--- src/rtl/sae_pkg.sv ---
// Shared types, constants and character-class helpers for the streaming
// Vigenere-style cipher.
package sae_pkg;

  typedef enum logic [1:0] {
    NO_KEY = 2'd0,
    LOAD   = 2'd1,
    RUN    = 2'd2
  } sae_state_e;

  localparam int ALPHA_LEN = 26;

  localparam logic [7:0] CH_UA = 8'h41;  // 'A'
  localparam logic [7:0] CH_UZ = 8'h5A;  // 'Z'
  localparam logic [7:0] CH_LA = 8'h61;  // 'a'
  localparam logic [7:0] CH_LZ = 8'h7A;  // 'z'

  function automatic logic is_upper(input logic [7:0] c);
    return (c >= CH_UA) && (c <= CH_UZ);
  endfunction

  function automatic logic is_lower(input logic [7:0] c);
    return (c >= CH_LA) && (c <= CH_LZ);
  endfunction

  function automatic logic is_letter(input logic [7:0] c);
    return is_upper(c) || is_lower(c);
  endfunction

endpackage

--- src/rtl/sae_stream_if.sv ---
// Key, input and output stream signals of the cipher, grouped for one port.
interface sae_stream_if;

  logic       key_valid;
  logic [7:0] key_char;
  logic       key_last;
  logic       key_ready;

  logic       in_valid;
  logic       in_ready;
  logic [7:0] in_data;
  logic       in_mode;
  logic       in_last;

  logic       out_valid;
  logic       out_ready;
  logic [7:0] out_data;
  logic       out_last;

  logic       err_invalid_ptxt_char;
  logic       err_invalid_ctxt_char;
  logic       err_invalid_seckey;

  modport slave (
    input  key_valid, key_char, key_last,
    output key_ready,
    input  in_valid, in_data, in_mode, in_last,
    output in_ready,
    output out_valid, out_data, out_last,
    input  out_ready,
    output err_invalid_ptxt_char, err_invalid_ctxt_char, err_invalid_seckey
  );

  modport master (
    output key_valid, key_char, key_last,
    input  key_ready,
    output in_valid, in_data, in_mode, in_last,
    input  in_ready,
    input  out_valid, out_data, out_last,
    output out_ready,
    input  err_invalid_ptxt_char, err_invalid_ctxt_char, err_invalid_seckey
  );

endinterface

--- src/rtl/sae_shift.sv ---
// Combinational single-character shifter: encrypts or decrypts one letter by
// one key letter, preserving case; non-letters give 8'h00 and the invalid flag.
module sae_shift
  import sae_pkg::*;
(
  input  logic [7:0] data_char,
  input  logic [7:0] key_char,
  input  logic       mode,
  output logic [7:0] result,
  output logic       invalid
);

  logic [7:0] base;
  logic [4:0] p;
  logic [4:0] k;
  logic [5:0] s;

  always_comb begin
    base    = is_lower(data_char) ? CH_LA : CH_UA;
    invalid = !is_letter(data_char);
    p       = 5'(data_char - base);
    k       = 5'(key_char - CH_UA);
    s       = '0;
    if (!mode) begin
      s = {1'b0, p} + {1'b0, k};
      if (s >= 6'(ALPHA_LEN)) begin
        s = s - 6'(ALPHA_LEN);
      end
    end else begin
      if (p >= k) begin
        s = {1'b0, p} - {1'b0, k};
      end else begin
        s = {1'b0, p} + 6'(ALPHA_LEN) - {1'b0, k};
      end
    end
    result = invalid ? 8'h00 : base + {2'b00, s};
  end

endmodule

--- src/rtl/sae_stream.sv ---
// Streaming multi-character shift cipher: key loader FSM, key register file,
// key index counter and a single output register with valid/ready handshake.
module sae_stream
  import sae_pkg::*;
#(
  parameter int KEY_LEN = 8,
  parameter int IDX_W   = (KEY_LEN > 1) ? $clog2(KEY_LEN) : 1
) (
  input  logic         clk,
  input  logic         rst,
  sae_stream_if.slave  bus
);

  localparam logic [IDX_W-1:0] SLOT_MAX = IDX_W'(KEY_LEN - 1);

  sae_state_e       state_q, state_d;
  logic [7:0]       key_q [KEY_LEN];
  logic [7:0]       key_d [KEY_LEN];
  logic [IDX_W-1:0] key_max_q, key_max_d;
  logic [IDX_W-1:0] idx_q, idx_d;
  logic [IDX_W-1:0] load_idx_q, load_idx_d;
  logic             load_full_q, load_full_d;
  logic             discard_q, discard_d;
  logic             seckey_err_q, seckey_err_d;
  logic             out_valid_q, out_valid_d;
  logic [7:0]       out_data_q, out_data_d;
  logic             out_last_q, out_last_d;
  logic             err_ptxt_q, err_ptxt_d;
  logic             err_ctxt_q, err_ctxt_d;

  logic             in_ready;
  logic             in_acc;
  logic             key_acc;
  logic [7:0]       shift_res;
  logic             shift_inv;
  logic             key_take;
  logic             key_ovf;
  logic [IDX_W-1:0] key_slot;

  sae_shift u_shift (
    .data_char (bus.in_data),
    .key_char  (key_q[idx_q]),
    .mode      (bus.in_mode),
    .result    (shift_res),
    .invalid   (shift_inv)
  );

  assign in_ready = (state_q == RUN) && (!out_valid_q || bus.out_ready);
  assign in_acc   = bus.in_valid && in_ready;
  assign key_acc  = bus.key_valid;

  always_comb begin
    state_d      = state_q;
    key_d        = key_q;
    key_max_d    = key_max_q;
    idx_d        = idx_q;
    load_idx_d   = load_idx_q;
    load_full_d  = load_full_q;
    discard_d    = discard_q;
    seckey_err_d = seckey_err_q;
    out_valid_d  = out_valid_q;
    out_data_d   = out_data_q;
    out_last_d   = out_last_q;
    err_ptxt_d   = err_ptxt_q;
    err_ctxt_d   = err_ctxt_q;
    key_take     = 1'b0;
    key_ovf      = 1'b0;
    key_slot     = '0;

    if (in_acc) begin
      out_valid_d = 1'b1;
      out_data_d  = shift_res;
      out_last_d  = bus.in_last;
      err_ptxt_d  = shift_inv && !bus.in_mode;
      err_ctxt_d  = shift_inv && bus.in_mode;
      if (bus.in_last) begin
        idx_d = '0;
      end else if (!shift_inv) begin
        idx_d = (idx_q == key_max_q) ? '0 : idx_q + 1'b1;
      end
    end else if (out_valid_q && bus.out_ready) begin
      out_valid_d = 1'b0;
      err_ptxt_d  = 1'b0;
      err_ctxt_d  = 1'b0;
    end

    // Key handling runs after the data path so a key beat in RUN overrides
    // the index only after the concurrent data beat has used the old key.
    if (key_acc) begin
      case (state_q)
        NO_KEY: begin
          if (discard_q) begin
            if (bus.key_last) discard_d = 1'b0;
          end else begin
            key_take     = 1'b1;
            seckey_err_d = 1'b0;
          end
        end
        LOAD: begin
          key_take = 1'b1;
          key_slot = load_idx_q;
          key_ovf  = load_full_q;
        end
        RUN: begin
          key_take     = 1'b1;
          seckey_err_d = 1'b0;
        end
        default: ;
      endcase
    end

    if (key_take) begin
      idx_d = '0;
      if (key_ovf || !is_upper(bus.key_char)) begin
        seckey_err_d = 1'b1;
        state_d      = NO_KEY;
        discard_d    = !bus.key_last;
        load_full_d  = 1'b0;
        load_idx_d   = '0;
      end else begin
        key_d[key_slot] = bus.key_char;
        load_full_d     = (key_slot == SLOT_MAX);
        load_idx_d      = key_slot + 1'b1;
        if (bus.key_last) begin
          state_d   = RUN;
          key_max_d = key_slot;
        end else begin
          state_d = LOAD;
        end
      end
    end
  end

  always_ff @(posedge clk) begin
    if (rst) begin
      state_q      <= NO_KEY;
      for (int i = 0; i < KEY_LEN; i++) key_q[i] <= '0;
      key_max_q    <= '0;
      idx_q        <= '0;
      load_idx_q   <= '0;
      load_full_q  <= 1'b0;
      discard_q    <= 1'b0;
      seckey_err_q <= 1'b0;
      out_valid_q  <= 1'b0;
      out_data_q   <= 8'h00;
      out_last_q   <= 1'b0;
      err_ptxt_q   <= 1'b0;
      err_ctxt_q   <= 1'b0;
    end else begin
      state_q      <= state_d;
      key_q        <= key_d;
      key_max_q    <= key_max_d;
      idx_q        <= idx_d;
      load_idx_q   <= load_idx_d;
      load_full_q  <= load_full_d;
      discard_q    <= discard_d;
      seckey_err_q <= seckey_err_d;
      out_valid_q  <= out_valid_d;
      out_data_q   <= out_data_d;
      out_last_q   <= out_last_d;
      err_ptxt_q   <= err_ptxt_d;
      err_ctxt_q   <= err_ctxt_d;
    end
  end

  assign bus.key_ready             = 1'b1;
  assign bus.in_ready              = in_ready;
  assign bus.out_valid             = out_valid_q;
  assign bus.out_data              = out_data_q;
  assign bus.out_last              = out_last_q;
  assign bus.err_invalid_ptxt_char = err_ptxt_q;
  assign bus.err_invalid_ctxt_char = err_ctxt_q;
  assign bus.err_invalid_seckey    = seckey_err_q;

endmodule

--- src/flat_wrapper.sv ---
// flat-port wrapper written by rule: the top's interface ports become plain ports
module sae_stream_flat import sae_pkg::*;
#(
  parameter int KEY_LEN = 8,
  parameter int IDX_W   = (KEY_LEN > 1) ? $clog2(KEY_LEN) : 1
)
  (clk, rst, bus_key_valid, bus_key_char, bus_key_last, bus_key_ready, bus_in_valid, bus_in_data, bus_in_mode, bus_in_last, bus_in_ready, bus_out_valid, bus_out_data, bus_out_last, bus_out_ready, bus_err_invalid_ptxt_char, bus_err_invalid_ctxt_char, bus_err_invalid_seckey);
  sae_stream_if bus_i ();
  input  logic clk;
  input  logic rst;
  input wire logic [$bits(bus_i.key_valid)-1:0] bus_key_valid;
  input wire logic [$bits(bus_i.key_char)-1:0] bus_key_char;
  input wire logic [$bits(bus_i.key_last)-1:0] bus_key_last;
  output wire logic [$bits(bus_i.key_ready)-1:0] bus_key_ready;
  input wire logic [$bits(bus_i.in_valid)-1:0] bus_in_valid;
  input wire logic [$bits(bus_i.in_data)-1:0] bus_in_data;
  input wire logic [$bits(bus_i.in_mode)-1:0] bus_in_mode;
  input wire logic [$bits(bus_i.in_last)-1:0] bus_in_last;
  output wire logic [$bits(bus_i.in_ready)-1:0] bus_in_ready;
  output wire logic [$bits(bus_i.out_valid)-1:0] bus_out_valid;
  output wire logic [$bits(bus_i.out_data)-1:0] bus_out_data;
  output wire logic [$bits(bus_i.out_last)-1:0] bus_out_last;
  input wire logic [$bits(bus_i.out_ready)-1:0] bus_out_ready;
  output wire logic [$bits(bus_i.err_invalid_ptxt_char)-1:0] bus_err_invalid_ptxt_char;
  output wire logic [$bits(bus_i.err_invalid_ctxt_char)-1:0] bus_err_invalid_ctxt_char;
  output wire logic [$bits(bus_i.err_invalid_seckey)-1:0] bus_err_invalid_seckey;
  assign bus_i.key_valid = bus_key_valid;
  assign bus_i.key_char = bus_key_char;
  assign bus_i.key_last = bus_key_last;
  assign bus_key_ready = bus_i.key_ready;
  assign bus_i.in_valid = bus_in_valid;
  assign bus_i.in_data = bus_in_data;
  assign bus_i.in_mode = bus_in_mode;
  assign bus_i.in_last = bus_in_last;
  assign bus_in_ready = bus_i.in_ready;
  assign bus_out_valid = bus_i.out_valid;
  assign bus_out_data = bus_i.out_data;
  assign bus_out_last = bus_i.out_last;
  assign bus_i.out_ready = bus_out_ready;
  assign bus_err_invalid_ptxt_char = bus_i.err_invalid_ptxt_char;
  assign bus_err_invalid_ctxt_char = bus_i.err_invalid_ctxt_char;
  assign bus_err_invalid_seckey = bus_i.err_invalid_seckey;
  sae_stream #(.KEY_LEN(KEY_LEN), .IDX_W(IDX_W)) u_core (.clk(clk), .rst(rst), .bus(bus_i));
endmodule
--- config.mk ---
export PLATFORM = sky130hd
export DESIGN_NAME = sae_stream_flat
export DESIGN_NICKNAME = d
export VERILOG_FILES = /design/src/rtl/sae_pkg.sv /design/src/rtl/sae_stream_if.sv /design/src/rtl/sae_shift.sv /design/src/rtl/sae_stream.sv /design/src/flat_wrapper.sv
export SDC_FILE = /design/constraint.sdc
export NUM_CORES = 1
export LEC_CHECK = 0
export CAP_MARGIN = 20
export CORE_ASPECT_RATIO = 0.7
export CORE_MARGIN = 3
export CORE_UTILIZATION = 57
export DETAILED_ROUTE_END_ITERATION = 8
export GPL_ROUTABILITY_DRIVEN = 0
export HOLD_SLACK_MARGIN = 0.15
export MAX_ROUTING_LAYER = met4
export PLACE_DENSITY_LB_ADDON = 0.15
export SETUP_SLACK_MARGIN = 0.4
export SYNTH_ARGS = -nofsm -noshare
export SYNTH_HDL_FRONTEND = slang
export SYNTH_HIERARCHICAL = 1
export SYNTH_SLANG_ARGS = --single-unit
--- constraint.sdc ---
create_clock -name clk -period 6.6 [get_ports clk]
set_input_delay 1.32 -clock clk [delete_from_list [all_inputs] [get_ports clk]]
set_output_delay 1.32 -clock clk [all_outputs]
set_load 0.01 [all_outputs]
# [Word level (Yosys, flattened, before mapping)]
# Index checks and enable logic that the tools add are counted.
[totals] out_inout_bits=15 inputBits=24 ff_bits=90 wordCells=113
[op_classes] mux=40 addsub=10 bitwise_logic=3 eq_ne=4 n_reduce_logical=25 order_cmp=11
[op_table] operator="64-bit bitwise mux" count=1
[op_table] operator="8-bit binary-select mux with 3-bit select" count=1
[op_table] operator="8-bit demux with 3-bit select" count=1
[op_table] operator="8-bit by 7-bit greater-or-equal comparator with 1-bit output (second input constant)" count=3
[op_table] operator="8-bit by 7-bit <= comparator with 1-bit output (second input constant)" count=3
[op_table] operator="6-bit 2-to-1 mux" count=4
[op_table] operator="1-bit 2-to-1 mux" count=19
[op_table] operator="3-bit 2-to-1 mux" count=6
[op_table] operator="8-bit 2-to-1 mux" count=2
[op_table] operator="5-bit 2-to-1 mux" count=2
[op_table] operator="1-bit logical AND" count=9
[op_table] operator="7-bit by 6-bit adder with 8-bit output" count=1
[op_table] operator="4-bit greater-or-equal comparator (second input constant)" count=2
[op_table] operator="3-bit inverter with 4-bit output" count=2
[op_table] operator="3-bit by 1-bit adder with 3-bit output (second input constant)" count=2
[op_table] operator="5-bit by 5-bit adder with 6-bit output" count=1
[op_table] operator="5-bit by 5-bit adder with 6-bit output (second input constant)" count=1
[op_table] operator="6-bit by 5-bit greater-or-equal comparator with 1-bit output (second input constant)" count=1
[op_table] operator="5-bit by 5-bit subtractor with 6-bit output" count=1
[op_table] operator="6-bit by 5-bit subtractor with 6-bit output" count=1
[op_table] operator="6-bit by 5-bit subtractor with 6-bit output (second input constant)" count=1
[op_table] operator="5-bit greater-or-equal comparator" count=1
[op_table] operator="1-bit zero test" count=5
[op_table] operator="5-bit by 1-bit subtractor with 5-bit output (second input constant)" count=1
[op_table] operator="other kinds (15)" count=22

# [Depth between registers and ports, before layout]
[logic_depth] depth_word=11 ltp_mapped=22 ltp_nobuf=20

# [Modules after synthesis]
# Netlist, hierarchy kept.
[modules_own_cells] mod="sae_stream" seq_area_each_um2=1801.7 instances=1 area_per_inst_um2=4067.7 cells_per_inst=392
[modules_own_cells] mod="sae_shift" seq_area_each_um2=0.0 instances=1 area_per_inst_um2=1292.5 cells_per_inst=166

# [Least setup slack after synthesis]
# No wires, ideal clock.
[synth_path] kind="reg2reg" startpoint="reg u_core.idx_q[0]" endpoint="reg u_core.out_data_q[5], in the netlist u_core/bus.out_data[5]" arrival_time_ns=4.369 setup_slack_ns=2.160 n_path_buf=2 required_ns=6.530 stages_incl_launch_ff=22 setup_time_ns=0.070 synth_period_minus_slack_ns=4.440 cell_sequence="dfxtp_1 buf_2 clkbuf_1 mux4_2 mux2_2 inv_1 ha_1 inv_1 ha_1 ha_1 fa_1 a21o_1 a21oi_1 xnor2_1 o211ai_1 o21ai_0 ha_1 inv_1 a211oi_2 a31o_1 nand2_1 a21oi_1"
[synth_between] elab_chain_len=11 word_cells_on_any_way=16 classes_between="add/sub: 6; order compare: 2; mux: 7; bitwise: 1"
[synth_rtl] item="start, declared" line="sae_stream.sv:20" rtl="logic [IDX_W-1:0] idx_q, idx_d;"
[synth_rtl] item="start signal, assigned" line="sae_stream.sv:153" rtl="idx_q <= idx_d;"
[synth_rtl] item="3-bit inverter with 4-bit output (not written as such) (*)" line="sae_stream.sv:42" rtl=".key_char (key_q[idx_q]),"
[synth_rtl] item="8-bit binary-select mux with 3-bit select (*)" line="sae_stream.sv:42"
[synth_rtl] item="5-bit 2-to-1 mux (not written as such) (*) (2 in a row)" line="sae_stream.sv:42"
[synth_rtl] item="5-bit by 1-bit subtractor with 5-bit output (*)" line="sae_shift.sv:22" rtl="k = 5'(key_char - CH_UA);"
[synth_rtl] item="5-bit by 5-bit adder with 6-bit output" line="sae_shift.sv:25" rtl="s = {1'b0, p} + {1'b0, k};"
[synth_rtl] item="6-bit by 5-bit subtractor with 6-bit output or 6-bit by 5-bit greater-or-equal comparator with 1-bit output (tied branches)" line="sae_shift.sv:27, sae_shift.sv:26"
[synth_rtl] item="6-bit 2-to-1 mux" line="sae_shift.sv:26" rtl="if (s >= 6'(ALPHA_LEN)) begin"
[synth_rtl] item="6-bit 2-to-1 mux (*)" line="sae_shift.sv:24" rtl="if (!mode) begin"
[synth_rtl] item="7-bit by 6-bit adder with 8-bit output (*)" line="sae_shift.sv:36" rtl="result = invalid ? 8'h00 : base + {2'b00, s};"
[synth_rtl] item="8-bit 2-to-1 mux (*)" line="sae_shift.sv:36"
[synth_rtl] item="named net u_core.shift_res[5]" line="sae_stream.sv:34" rtl="logic [7:0] shift_res;"
[synth_rtl] item="end signal, assigned" line="sae_stream.sv:159" rtl="out_data_q <= out_data_d;"
[synth_rtl] item="end, declared" line="sae_stream.sv:26" rtl="logic [7:0] out_data_q, out_data_d;"
# The timed path passes the listed nets; every way through them passes the cells marked *. The select of a mux whose other input is x is not followed.
# A chain may end at the register's enable or synchronous reset.

# [Worst setup path after layout]
[layout_path] startpoint="reg u_core.idx_q[1]" endpoint="reg u_core.out_data_q[5], in the netlist u_core/bus.out_data[5]"
# The elaborated chain is that of the path after synthesis.

==> reports/metrics.csv <==
metric,value,unit
p_leak,2.00,nW
slew_violations,0,
cts_buffer_depth,2,
wirelength,10.4,mm
multi_input_area,2940,um^2
drtIter0Drc,268,
run_status,"finished, final reports clean",
worstPathMaxFanout,14,
area_delta_synth_final,15.2,%
core_area,7480,um^2
yosysWarnings,6,
max_stage_delay,0.80,ns
cpLargestDelayFamily,adder cells,
antenna_found_initial,0,
drive_gt1_share,12.3,%
syn-num-nets,552,
critPathBufInv,3,
power,1.17,mW
cts.sinks,66,
portBuffers,37,
critPathLaunchType,flop,
fp.dieW,112,um
cts_tree,built,
cts_resized,0,
antenna_cells,0,
seq_area,1320,um^2
worstPathCellList,mux4_2 > mux2_2 > inv_1 > ha_1 > xor2_1 > ha_1 > inv_1 > fa_1 > a21o_1 > a21oi_1 > xnor2_1 > o211ai_1 > o21ai_0 > ha_1 > inv_1 > a211oi_2 > a31o_1 > nand2_1 > a21oi_1,
cp.arrival,5.53,ns
clock_latency,0.33,ns
vias,3677,
start_util,60.3,%
dr.pass1.iters,7,
design_area,5190,um^2
dieArea,9030,um^2
crit_type,flop to flop,
power_density,225,nW/um^2
dpl_worst_slack,1.10,ns
die_height,80.4,um
rsz0062_at_grt,false,
final_antenna_net_count,0,
numCtsBuffers,9,
relSlewSlack,31.3,%
rows,26,
tns,0,ns
cts-root-buf,clkbuf_16,
layout.nets,573,
grt_pass1_wl,17.2,mm
end_kind,flop,
cts_setup_buffers,0,
clk_pin_slew,0.05,ns
grt_max_degree,70,
placed_cells,601,
hold_buffers,0,
grt_pass1_vias,3495,
syn_inst,494,
pin_count,39,
dp_hpwl,7.66,mm
peakVddDrop,0.000169,V
post_dp_cell_area,4870,um^2
grt-ovfl-total,0,
slowest_stage,dfxtp_1,
wire_per_inst,16.9,um
viasPerCell,5.95,
worst_slew_pin_slew,1.03,ns
fmax,0.189,GHz
crit_required,6.84,ns
skew,0.00594,ns
timing.final.crit_share,80.1,%
fin_ws,1.32,ns
hold_viol_final,0,
fillers,567,
grtUsageTotal,24.5,%
layout_min_cycle_time,5.28,ns
layoutNonFillerInstCount,618,
setup_violations,0,
synth_area,4510,um^2
worstHoldPathType,flop to flop,
drc,0,
avgSynthCellArea,9.13,um^2
drv_cap,0,
h-tree-depth,3,
==> power breakdown <==
group | switching, mW | internal, mW | total (mW)
Clock | 0.161 | 0.334 | 0.495
Combinational | 0.155 | 0.115 | 0.270
Sequential | 0.00144 | 0.401 | 0.403
Total | 0.318 | 0.850 | 1.17
==> metrics by stage <==
stage                     hold slack [ns]  utilization (%)
after floorplan                     0.446                -
after global placement              0.441             65.1
after detailed placement            0.449             65.1
after CTS                           0.456             69.3
after global routing                0.479             69.4
final                               0.452             69.4
==> cell usage in the layout (no fill, tap or decap), drive strengths merged, types with 3 or more instances in the layout <==
cell type / count
inv: 28
a21o: 3
nand3b: 16
clkbuf: 15
ha: 30
dfxtp: 66
fa: 4
a211oi: 3
nand4: 4
nor3: 7
o21ai: 28
o211ai: 4
a21oi: 26
buf: 4
mux2: 5
a2bb2oi: 3
and3: 8
a22oi: 5
xnor2: 12
nand3: 9
nor3b: 8
xor2: 8
nor2: 44
clkdlybuf4s50: 36
mux4: 10
mux2i: 29
nor4: 4
o21a: 3
nor2b: 6
nand2: 32
nand2b: 26
and2: 5
a31o: 3
==> per-layer routing <==
layer	wire length [um]	global-route usage [%]	vias up	part of all wire, %
met5	0	-	-	0
met4	132	6.36	0	1.3
met3	685	6.25	14	6.6
met2	4480	36.2	104	43
met1	5130	33.5	1775	49
li1	-	-	1784	-
==> flip-flops by register name, indices dropped and copies added (netlist names) <==
register                          flops
u_core/bus.err_invalid_ctxt_char      1
u_core/discard_q                      1
u_core/bus.out_last                   1
u_core/bus.err_invalid_seckey         1
u_core/key_max_q                      3
u_core/bus.err_invalid_ptxt_char      1
u_core/bus.out_valid                  1
u_core/bus.out_data                   8
u_core/idx_q                          3
u_core/load_idx_q                     3
u_core/state_q                        2
u_core/load_full_q                    1
u_core/key_q                         40
==> path summary, 6_finish.rpt <==
kind / from / to / slack (ns) / depth (start not counted)
max: u_core/idx_q[1] / u_core/bus.out_data[5] / 1.32 / 19
min: u_core/bus.err_invalid_seckey / u_core/bus.err_invalid_seckey / 0.45 / 2
max reg2reg: u_core/idx_q[1] / u_core/bus.out_data[5] / 1.32 / 19
min reg2reg: u_core/bus.err_invalid_seckey / u_core/bus.err_invalid_seckey / 0.45 / 2
==> final cells by class <==
class                           instances  area share, %
Clock inverter                          1          0.578
Clock buffer                           15           5.54
Multi-Input combinational cell        370           56.6
Sequential cell                        66           25.4
Timing Repair Buffer                   40           7.42
Inverter                               28           2.02
Tap cell                               98           2.36
==> worst min-delay path, stage by stage (launching register included) <==
cell,delay (ns)
dfxtp_1,0.30
nand2_1,0.05
a21oi_1,0.05
No activity file was read; power rests on OpenSTA's default activity.
